**src/rtl/gl_fragment_writer_if.sv**
```systemverilog
// Pixel-in / framebuffer-write bundle for gl_fragment_writer.
// master = rasterizer + framebuffer side (drives pixels and ack),
// slave  = fragment writer (drives ready, requests and status).
interface gl_fragment_writer_if #(
  parameter int ADDR_W = 19
);
  // rasterizer -> writer
  logic [31:0]       count_x;
  logic [31:0]       count_y;
  logic              valid_pixel;
  logic [23:0]       color;
  logic              fifo_ready;
  // writer -> framebuffer
  logic              fb_req;
  logic [ADDR_W-1:0] fb_addr;
  logic [23:0]       fb_data;
  logic              fb_ack;
  // status
  logic              idle;
  logic              overflow;

  modport master (
    output count_x, count_y, valid_pixel, color, fb_ack,
    input  fifo_ready, fb_req, fb_addr, fb_data, idle, overflow
  );

  modport slave (
    input  count_x, count_y, valid_pixel, color, fb_ack,
    output fifo_ready, fb_req, fb_addr, fb_data, idle, overflow
  );
endinterface

```
**src/rtl/gl_fragment_writer.sv**
```systemverilog
// Fragment sink: buffers rasterizer pixels {addr,color} and drains them as framebuffer writes.
// Latency: pixel pushed at edge N into an empty FIFO is requested in cycle N+1; 1 push + 1 pop per cycle.
// Backpressure: registered fifo_ready drops once occupancy > DEPTH-2; pixels arriving when full are dropped
// and latch overflow. Optional clipping of off-screen pixels is enabled by defining GL_FRAG_CLIP_EN.
module gl_fragment_writer #(
  parameter int DEPTH     = 16,
  parameter int FB_WIDTH  = 640,
  parameter int FB_HEIGHT = 480,
  parameter int ADDR_W    = 19
) (
  input logic clk,
  input logic rst,
  gl_fragment_writer_if.slave px
);

  localparam int PTR_W   = $clog2(DEPTH);
  localparam int ENTRY_W = ADDR_W + 24;

`ifdef GL_FRAG_CLIP_EN
  // Off-screen pixels are discarded before they reach the FIFO.
  localparam bit CLIP_EN = 1'b1;
`else
  // Every valid pixel is stored; off-screen coordinates alias after truncation.
  localparam bit CLIP_EN = 1'b0;
`endif

  // Pointers carry one extra wrap bit so full and empty are distinguishable.
  logic [PTR_W:0]       wr_ptr_q, wr_ptr_d;
  logic [PTR_W:0]       rd_ptr_q, rd_ptr_d;
  logic [ENTRY_W-1:0]   mem_q [DEPTH];
  logic [ENTRY_W-1:0]   mem_d [DEPTH];
  logic                 fifo_ready_q, fifo_ready_d;
  logic                 overflow_q, overflow_d;

  logic [PTR_W-1:0]     wr_idx;
  logic [PTR_W-1:0]     rd_idx;
  logic                 empty;
  logic                 full;
  logic [PTR_W:0]       occ;
  logic [PTR_W:0]       occ_next;
  logic [63:0]          addr_wide;
  logic [ADDR_W-1:0]    push_addr;
  logic                 in_range;
  logic                 discard;
  logic                 pop;
  logic                 push;
  logic [ENTRY_W-1:0]   head;

  assign wr_idx = wr_ptr_q[PTR_W-1:0];
  assign rd_idx = rd_ptr_q[PTR_W-1:0];
  assign empty  = (wr_ptr_q == rd_ptr_q);
  assign full   = (wr_idx == rd_idx) && (wr_ptr_q[PTR_W] != rd_ptr_q[PTR_W]);
  assign occ    = wr_ptr_q - rd_ptr_q;
  assign head   = mem_q[rd_idx];

  // Address and clip decision for the pixel currently on the input.
  always_comb begin
    addr_wide = 64'(px.count_y) * 64'(FB_WIDTH) + 64'(px.count_x);
    push_addr = addr_wide[ADDR_W-1:0];
    in_range  = (px.count_x < 32'(FB_WIDTH)) && (px.count_y < 32'(FB_HEIGHT));
    discard   = CLIP_EN && !in_range;
  end

  // Push/pop qualification; a pop in the same cycle frees a slot for a push into a full FIFO.
  always_comb begin
    pop  = !empty && px.fb_ack;
    push = px.valid_pixel && !discard && (!full || pop);
  end

  // Next pointers, storage, ready and sticky overflow.
  always_comb begin
    wr_ptr_d     = wr_ptr_q;
    rd_ptr_d     = rd_ptr_q;
    mem_d        = mem_q;
    overflow_d   = overflow_q;
    occ_next     = occ;
    if (push) begin
      mem_d[wr_idx] = {push_addr, px.color};
      wr_ptr_d      = wr_ptr_q + 1'b1;
    end
    if (pop) begin
      rd_ptr_d = rd_ptr_q + 1'b1;
    end
    if (push && !pop) begin
      occ_next = occ + 1'b1;
    end else if (pop && !push) begin
      occ_next = occ - 1'b1;
    end
    if (px.valid_pixel && !discard && full && !pop) begin
      overflow_d = 1'b1;
    end
    // Keep one slot spare for the pixel issued in the cycle ready falls.
    fifo_ready_d = (occ_next <= (PTR_W+1)'(DEPTH - 2));
  end

  // Control state: cleared asynchronously so requests drop the moment rst rises.
  always_ff @(posedge clk or posedge rst) begin
    if (rst) begin
      wr_ptr_q     <= '0;
      rd_ptr_q     <= '0;
      fifo_ready_q <= 1'b1;
      overflow_q   <= 1'b0;
    end else begin
      wr_ptr_q     <= wr_ptr_d;
      rd_ptr_q     <= rd_ptr_d;
      fifo_ready_q <= fifo_ready_d;
      overflow_q   <= overflow_d;
    end
  end

  // Entry storage needs no reset: contents are only visible while non-empty.
  always_ff @(posedge clk) begin
    mem_q <= mem_d;
  end

  // Outputs: head entry shown while requesting, zero otherwise.
  always_comb begin
    px.fb_req     = !empty;
    px.fb_addr    = empty ? '0 : head[ENTRY_W-1:24];
    px.fb_data    = empty ? '0 : head[23:0];
    px.fifo_ready = fifo_ready_q;
    px.overflow   = overflow_q;
    px.idle       = empty && !px.valid_pixel;
  end

endmodule

```
**src/flat_wrapper.sv**
```systemverilog
// flat-port wrapper written by rule: the top's interface ports become plain ports
module gl_fragment_writer_flat 
#(
  parameter int DEPTH     = 16,
  parameter int FB_WIDTH  = 640,
  parameter int FB_HEIGHT = 480,
  parameter int ADDR_W    = 19
)
  (clk, rst, px_count_x, px_count_y, px_valid_pixel, px_color, px_fb_ack, px_fifo_ready, px_fb_req, px_fb_addr, px_fb_data, px_idle, px_overflow);
  gl_fragment_writer_if #(.ADDR_W(ADDR_W)) px_i ();
  input logic clk;
  input logic rst;
  input wire logic [$bits(px_i.count_x)-1:0] px_count_x;
  input wire logic [$bits(px_i.count_y)-1:0] px_count_y;
  input wire logic [$bits(px_i.valid_pixel)-1:0] px_valid_pixel;
  input wire logic [$bits(px_i.color)-1:0] px_color;
  input wire logic [$bits(px_i.fb_ack)-1:0] px_fb_ack;
  output wire logic [$bits(px_i.fifo_ready)-1:0] px_fifo_ready;
  output wire logic [$bits(px_i.fb_req)-1:0] px_fb_req;
  output wire logic [$bits(px_i.fb_addr)-1:0] px_fb_addr;
  output wire logic [$bits(px_i.fb_data)-1:0] px_fb_data;
  output wire logic [$bits(px_i.idle)-1:0] px_idle;
  output wire logic [$bits(px_i.overflow)-1:0] px_overflow;
  assign px_i.count_x = px_count_x;
  assign px_i.count_y = px_count_y;
  assign px_i.valid_pixel = px_valid_pixel;
  assign px_i.color = px_color;
  assign px_i.fb_ack = px_fb_ack;
  assign px_fifo_ready = px_i.fifo_ready;
  assign px_fb_req = px_i.fb_req;
  assign px_fb_addr = px_i.fb_addr;
  assign px_fb_data = px_i.fb_data;
  assign px_idle = px_i.idle;
  assign px_overflow = px_i.overflow;
  gl_fragment_writer #(.DEPTH(DEPTH), .FB_WIDTH(FB_WIDTH), .FB_HEIGHT(FB_HEIGHT), .ADDR_W(ADDR_W)) u_core (.clk(clk), .rst(rst), .px(px_i));
endmodule
```
**config.mk**
```make
export PLATFORM = sky130hd
export DESIGN_NAME = gl_fragment_writer_flat
export DESIGN_NICKNAME = d
export VERILOG_FILES = /design/src/rtl/gl_fragment_writer_if.sv /design/src/rtl/gl_fragment_writer.sv /design/src/flat_wrapper.sv
export SDC_FILE = /design/constraint.sdc
export NUM_CORES = 1
export LEC_CHECK = 0
export BUFFER_PORTS_ARGS = -buffer_cell sky130_fd_sc_hd__buf_2
export CORE_MARGIN = 2
export CORE_UTILIZATION = 30
export CTS_BUF_LIST = sky130_fd_sc_hd__clkbuf_2 sky130_fd_sc_hd__clkbuf_4 sky130_fd_sc_hd__clkbuf_8
export CTS_CLUSTER_DIAMETER = 200
export DETAILED_ROUTE_END_ITERATION = 8
export GPL_ROUTABILITY_DRIVEN = 0
export PLACE_DENSITY = 0.45
export SYNTH_ARGS = -nofsm -noshare
export SYNTH_HDL_FRONTEND = slang
export SYNTH_SLANG_ARGS = --single-unit
```
**constraint.sdc**
```tcl
create_clock -name clk -period 5.85 [get_ports clk]
set_input_delay 1.4625 -clock clk [delete_from_list [all_inputs] [get_ports clk]]
set_output_delay 1.4625 -clock clk [all_outputs]
set_load 0.05 [all_outputs]
```
After elaboration in Yosys (flattened, before gate mapping)
Cells that the tools add are included.
{"block": "totals", "ff_bits": 700}
{"block": "classes", "mul": 1, "n_eq_ne": 3, "reduce_logical": 15, "magnitude_cmp": 4, "addsub": 6, "muxes": 10, "n_bitwise": 2}
{"operator": "$bwmux W688", "n": 1}
{"operator": "$bmux W43 S4", "n": 1}
{"operator": "$demux W43 S4", "n": 1}
{"operator": "$mux W43", "n": 3}
{"operator": "$mul A32 B3 Y12 const B", "n": 1}
{"operator": "$mux W24", "n": 1}
{"operator": "$add A19 B19 Y19", "n": 1}
{"operator": "$mux W19", "n": 1}
{"operator": "$add A5 B1 Y5 const B", "n": 3}
{"operator": "$ge A5 B5 Y1 const B", "n": 2}
{"operator": "$mux W5", "n": 2}
{"operator": "$not A4 Y5", "n": 2}
{"operator": "$logic_and A1 B1 Y1", "n": 9}
{"operator": "$eq A5 B5 Y1", "n": 1}
{"operator": "$le A5 B4 Y1 const B", "n": 1}
{"operator": "$logic_not A1 Y1", "n": 5}
{"operator": "$lt A5 B1 Y1 const B", "n": 1}
{"operator": "$sub A5 B1 Y5 const B", "n": 1}
{"operator": "$sub A5 B5 Y5", "n": 1}
{"operator": "$eq A4 B4 Y1", "n": 1}
{"operator": "$logic_or A1 B1 Y1", "n": 1}
{"operator": "$ne A1 B1 Y1", "n": 1}

Logic depth before layout (Yosys ltp)
{"block": "logic_depth", "ltp_word": 10, "depth_mapped": 14, "depth_no_buf": 14}

Worst setup path after synthesis
OpenSTA, ideal clock, no wires.
{"block": "synth_path", "path_type": "flip-flop to flip-flop", "start": "reg u_core.rd_ptr_q[1]", "end": "reg u_core.mem_q[516] (netlist name), enable pin", "path_buffers": 3, "setup_slack_ns": 0.101, "t_required_ns": 5.353, "period_less_slack_ns": 5.749, "stages_incl_launch_ff": 11, "setup_ns": 0.497, "arrival_time_ns": 5.252, "path_cell_list": "dfrtp_1 > buf_1 > buf_1 > inv_1 > ha_1 > and4_1 > nor3b_1 > nor2b_1 > clkbuf_1 > nand2_1 > nor3_1"}
{"block": "synth_between", "elab_chain_len": 5, "elab_cells_between_ends": 8, "cone_classes": "eq/ne: 2; reduce/logical: 6"}
{"item": "start, declared", "line_no": "gl_fragment_writer.sv:29", "text": "logic [PTR_W:0] rd_ptr_q, rd_ptr_d;"}
{"item": "start signal, assigned", "line_no": "gl_fragment_writer.sv:105", "text": "rd_ptr_q <= rd_ptr_d;"}
{"item": "$eq A5 B5 Y1 / $eq A4 B4 Y1 (equally long branches)", "line_no": "gl_fragment_writer.sv:51, gl_fragment_writer.sv:52"}
{"item": "$logic_not A1 Y1 / $logic_and A1 B1 Y1 (equally long branches)", "line_no": "gl_fragment_writer.sv:66, gl_fragment_writer.sv:52"}
{"item": "$logic_and A1 B1 Y1 / $logic_not A1 Y1 (equally long branches)", "line_no": "gl_fragment_writer.sv:66, gl_fragment_writer.sv:67"}
{"item": "$logic_or A1 B1 Y1 (*)", "line_no": "gl_fragment_writer.sv:67", "text": "push = px.valid_pixel && !discard && (!full || pop);"}
{"item": "$logic_and A1 B1 Y1 (*)", "line_no": "gl_fragment_writer.sv:67"}
{"item": "end signal, assigned", "line_no": "gl_fragment_writer.sv:113", "text": "mem_q <= mem_d;"}
{"item": "end, declared", "line_no": "gl_fragment_writer.sv:30", "text": "logic [ENTRY_W-1:0] mem_q [DEPTH];"}
Mark *: on every way between the ends. The rest lies on a longest branch, timed or not.
A chain may end at the register's enable or synchronous reset.

Worst setup path after layout
{"block": "layout_path", "start": "reg u_core.rd_ptr_q[0]", "end": "out px_fb_addr[8]"}
{"block": "layout_between", "elab_chain_len": 5, "elab_cells_between_ends": 6, "cone_classes": "eq/ne: 1; mux: 4; bitwise: 1"}
{"item": "$not A4 Y5 (not written as such)", "line_no": "gl_fragment_writer.sv:54", "text": "assign head = mem_q[rd_idx];"}
{"item": "$bmux W43 S4", "line_no": "gl_fragment_writer.sv:54"}
{"item": "$mux W43 (not written as such) (2 in a row)", "line_no": "gl_fragment_writer.sv:54"}
{"item": "$mux W19 (*)", "line_no": "gl_fragment_writer.sv:119", "text": "px.fb_addr = empty ? '0 : head[ENTRY_W-1:24];"}
{"item": "end, declared", "line_no": "flat_wrapper.sv:20", "text": "output wire logic [$bits(px_i.fb_addr)-1:0] px_fb_addr;"}
Mark *: on every way between the ends. The rest lies on a longest branch, timed or not. The select of a mux whose other input is x is not followed.

==> results.md <==
Place:
- During placement, the flow inserted port buffers numbering around 110.
- The wire-length estimate of the detail-placed layout is between 30000 and 40000 um.
- Once placement completed, the tool counted placed cells totaling between 2000 and 3000.

Power and ir drop:
- The design draws 16.92 mW.
- The power per cell area is 514.6 nW/um^2.
- In this run the static leakage power is about 11 nW.
- IR analysis of the VDD net gives a maximum drop of 0.3552 mV.

Outcome:
- The flow ran to the end, and the final reports show no timing, DRC or antenna violations.

Logic synthesis:
- After synthesis, the cell types taking the most area are edfxtp_1 73%, mux4_2 10%, mux4_1 7.9%, ha_1 1.8%, and2_1 0.99%.
- The synthesized net count is 1368.
- The synthesized design spends more area on one cell type than any other, namely edfxtp_1.
- The post-synthesis async set-or-reset flop share is 1.714%.
- Yosys printed 0 warnings.
- In the post-synthesis netlist, the cell with the most instances is edfxtp_1.
- The synthesized design contains 700 register bits.
- Each instance of the synthesized netlist takes up on average 23.08 sq um.
- In this run, synthesis inferred 688 flip-flops with an integrated enable.
- Sorting the synthesized cells by how often they occur yields 688 x edfxtp_1, 129 x mux4_2, 86 x mux4_1.
- The cell count after synthesis came out at 1232.
- The commonest register cell after synthesis is edfxtp_1.
- The top cell type's share of synthesized area is 72.66%.
- The part of the Yosys area used for sequential elements is 73.72%.
- The cell area after synthesis is 28430 sq um.
- The number of different library cells in the post-synthesis netlist is a little under 50.

Layout:
- Relative to the synthesized area, the layout overhead comes to 15.64%.
- The total number of nets in the final design is 1569.
- In the final layout, the multi-input gates occupy 7076 sq um.
- The post-route netlist has 31.27% of its cells at a drive strength greater than 1.
- The fill cell instance count of the final layout is 8865.
- The sequential cell area is 20970 sq um.
- The count of cells in the finished layout, fillers not included, comes to ~2800.
- Measured on the finished design, the core utilization comes to between 30% and 40%.

Global routing:
- Global routing consumed, over all layers together, between 10% and 20% of the routing resources.
- Entering global routing, the biggest net connects 93 pins.
- The number of antenna violations at the first check in global routing came to 5.
- The via count of the first global-routing pass was about 14000.
- The overflow left after global routing is 0.
- The global-route wire length before repair is 98680 um.

STA:
- The final-layout setup total negative slack is 0 ns.
- The maximum clock skew at final layout is between 0.03 and 0.04 ns.
- The highest attainable clock frequency is 196.1 MHz.
- Setup violations remaining at the end of the flow were counted as 0.
- Measured against its own limit, the worst slew margin works out to 20.18%.
- The final count of hold timing violations is 0.
- Setup repair after global routing left no endpoint under its margin.
- The final worst-path cycle share is 87.18%.
- The number of pins with negative max-slew slack in the final report is 0.
- For the pin with the worst max-slew slack, the measured transition is 1.193 ns.
- The final period demand of the worst path is 5.100 ns.

Worst hold path:
- Along the worst hold path, the cell count comes to 1.
- The type of the most critical hold path is reg2reg.
- The sink of the worst hold path is u_core.px.overflow$_DFFE_PP0P_.
- The launch point of the worst hold path is u_core.px.overflow$_DFFE_PP0P_.

Clock tree:
- The total clock buffers created by CTS is roughly 120.
- The number of buffers inserted by post-CTS setup repair is 0.
- For the worst-skew pair, the clock arrives at the later sink with an insertion delay of 0.72 ns.
- The number of gates resized after cts is 0.
- Hold repair after CTS inserted 0 buffers.
- The cell sitting at the root of the clock tree is a clkbuf_8.
- The CTS tree is done.
- The H-tree generated during clock tree synthesis spans 3 levels.
- The clock passes through at most 3 buffers.
- The count of clock tree sinks is 700.
- The clock transition at the registers of the reported paths is 0.07 ns.

Route:
- The wire length on met2 is ~34000 um.
- Dividing the detail-routed wire length by the instance count gives 24.23 um.
- The wire length on met1 is 29810 um.
- The average via count per standard cell is 4.752.
- The first TritonRoute pass finished after 4 iterations.
- The residual antenna-violating net count after detailed routing is 0.
- The final route contains between 10000 and 15000 vias.
- The length of routed met3 wiring is around 2600 um.
- The detailed-route DRC error count is 0.
- The DRC marker count from the first detailed-route iteration is 917.
- The highest signal layer in the routed design is met4.
- The routed design has roughly 68000 um of wire.

Floorplan:
- The die is 311.9 um tall.
- The number of standard-cell rows in the floorplan is roughly 110.
- Once the floorplan was initialized, standard cells occupied between 30% and 40% of the core.
- The area of the core is approximately 94000 sq um.
- The x dimension of the die is around 310 um.
- The die covers 97250 sq um.
- 139 I/O pins were placed.

Setup path:
- The slowest stage of the critical path is the dfrtp_4 cell.
- The critical path contains buffers and inverters numbering 2 combined.
- The critical path runs through a total of 5 cells.
- The critical path data required time is around 4.4 ns.
- The critical path start-end classification is reg2out.
- The flop-to-flop setup slack is 1.94 ns.
- The type of element launching the critical path is a flip-flop.
- Along the worst path, the maximum fanout reaches 72.
- The length in cells of the worst reg-to-reg path is 8.
- Grouping stages by cell kind, the critical path spends the most delay in multiplexers.
- The sort of element at the end of the critical path is an output pin.
- STA puts the critical path data arrival time at roughly 3.6 ns.
- The capture point of the worst reg-to-reg path is u_core.mem_q[370]$_DFFE_PP_.
- The largest single stage delay on the critical path is 0.68 ns.
- The signal on the critical path passes through buf_12 > mux4_1 > mux4_2 > and2_1 > buf_2.
- The origin of the critical flop-to-flop path is u_core.rd_ptr_q[3]$_DFFE_PP0P_.

Run:
- The tool flagged a number of max-cap violations equal to 0.
[sequential cells by signal (all words and copies together) (netlist names)]
signal,count
u_core.px.fifo_ready,1
u_core.mem_q,688
u_core.px.overflow,1
u_core.wr_ptr_q,5
u_core.rd_ptr_q,5
[routing by layer]
metal | GRT usage [%] | vias up
met5 | 0 | -
met4 | 4.250 | 0
met3 | 2.236 | 91
met2 | 23.57 | 293
met1 | 18.47 | 7156
li1 | - | 5703
[through the flow]
step | setup slack (ns) | hold WS [ns] | area, sq um
final | 0.7500 | 0.4604 | 32880
after global placement | 0.7582 | 0.4434 | 30680
after CTS | 0.6305 | 0.4709 | 32880
after global routing | 0.5538 | 0.4850 | 32880
after detailed placement | 0.7068 | 0.4553 | 30680
after floorplan | 0.1010 | 0.4617 | 28430
[cells by family after synthesis]
group | after synthesis | synth area share [%]
XOR/XNOR | 30 | 0.9241
adder cells (fa/ha/maj) | 44 | 2.015
flip-flops | 700 | 73.72
multiplexers | 218 | 18.28
AND/OR/NAND/NOR | 123 | 2.293
buffers and inverters | 75 | 1.778
AO/OA/AOI/OAI | 42 | 0.9858
[how the worst max path moves through the flow]
| stage | slack (ns) | from | end |
|---|---|---|---|
| after floorplan | 0.10 | u_core.rd_ptr_q[1]$_DFFE_PP0P_ | u_core.mem_q[516]$_DFFE_PP_ |
| after global placement | 0.76 | px_count_y[2] | u_core.mem_q[556]$_DFFE_PP_ |
| final | 0.75 | u_core.rd_ptr_q[0]$_DFFE_PP0P_ | px_fb_addr[8] |
| after CTS | 0.63 | u_core.rd_ptr_q[0]$_DFFE_PP0P_ | px_fb_addr[8] |
| after detailed placement | 0.71 | px_count_y[1] | u_core.mem_q[643]$_DFFE_PP_ |
| after global routing | 0.55 | u_core.rd_ptr_q[0]$_DFFE_PP0P_ | px_fb_addr[8] |
[final cells by class]
| cell class | instances | area share, % |
|---|---|---|
| repair buffers | 140 | 3.006 |
| multi-input cells | 457 | 21.52 |
| clock buffers | 157 | 5.773 |
| well taps | 1254 | 4.772 |
| flip-flops and latches | 700 | 63.78 |
| diodes | 1 | 0.007611 |
| inverters | 19 | 0.2245 |
| clock inverters | 59 | 0.9133 |
[report_power, final]
part	internal, mW	switching [mW]	total (mW)
logic	2.42	4.02	6.44
registers	6.27	0.166	6.44
clock network	2.11	1.93	4.04
total	10.8	6.11	16.9
[cell usage in the layout (no fill, tap or decap), types with 17 or more instances in the layout]
| cell | count |
|---|---|
| clkbuf_4 | 42 |
| and2_1 | 45 |
| mux4_1 | 86 |
| clkinv_1 | 30 |
| ha_1 | 41 |
| buf_2 | 105 |
| clkinv_2 | 20 |
| xnor2_1 | 25 |
| nor2_1 | 18 |
| clkbuf_8 | 115 |
| mux4_2 | 129 |
| buf_4 | 19 |
| inv_1 | 17 |
| edfxtp_1 | 688 |
[worst reg2reg max path: stages, from the launching register on]
cell and delay (ns):
dfrtp_1 0.40, inv_4 0.45, ha_1 0.38, and4_1 0.20
nor3b_1 0.16, nor2b_1 0.49, nand2_1 0.39, nor2_4 0.71
buf_4 0.39
No activity file was read; power rests on OpenSTA's default activity.
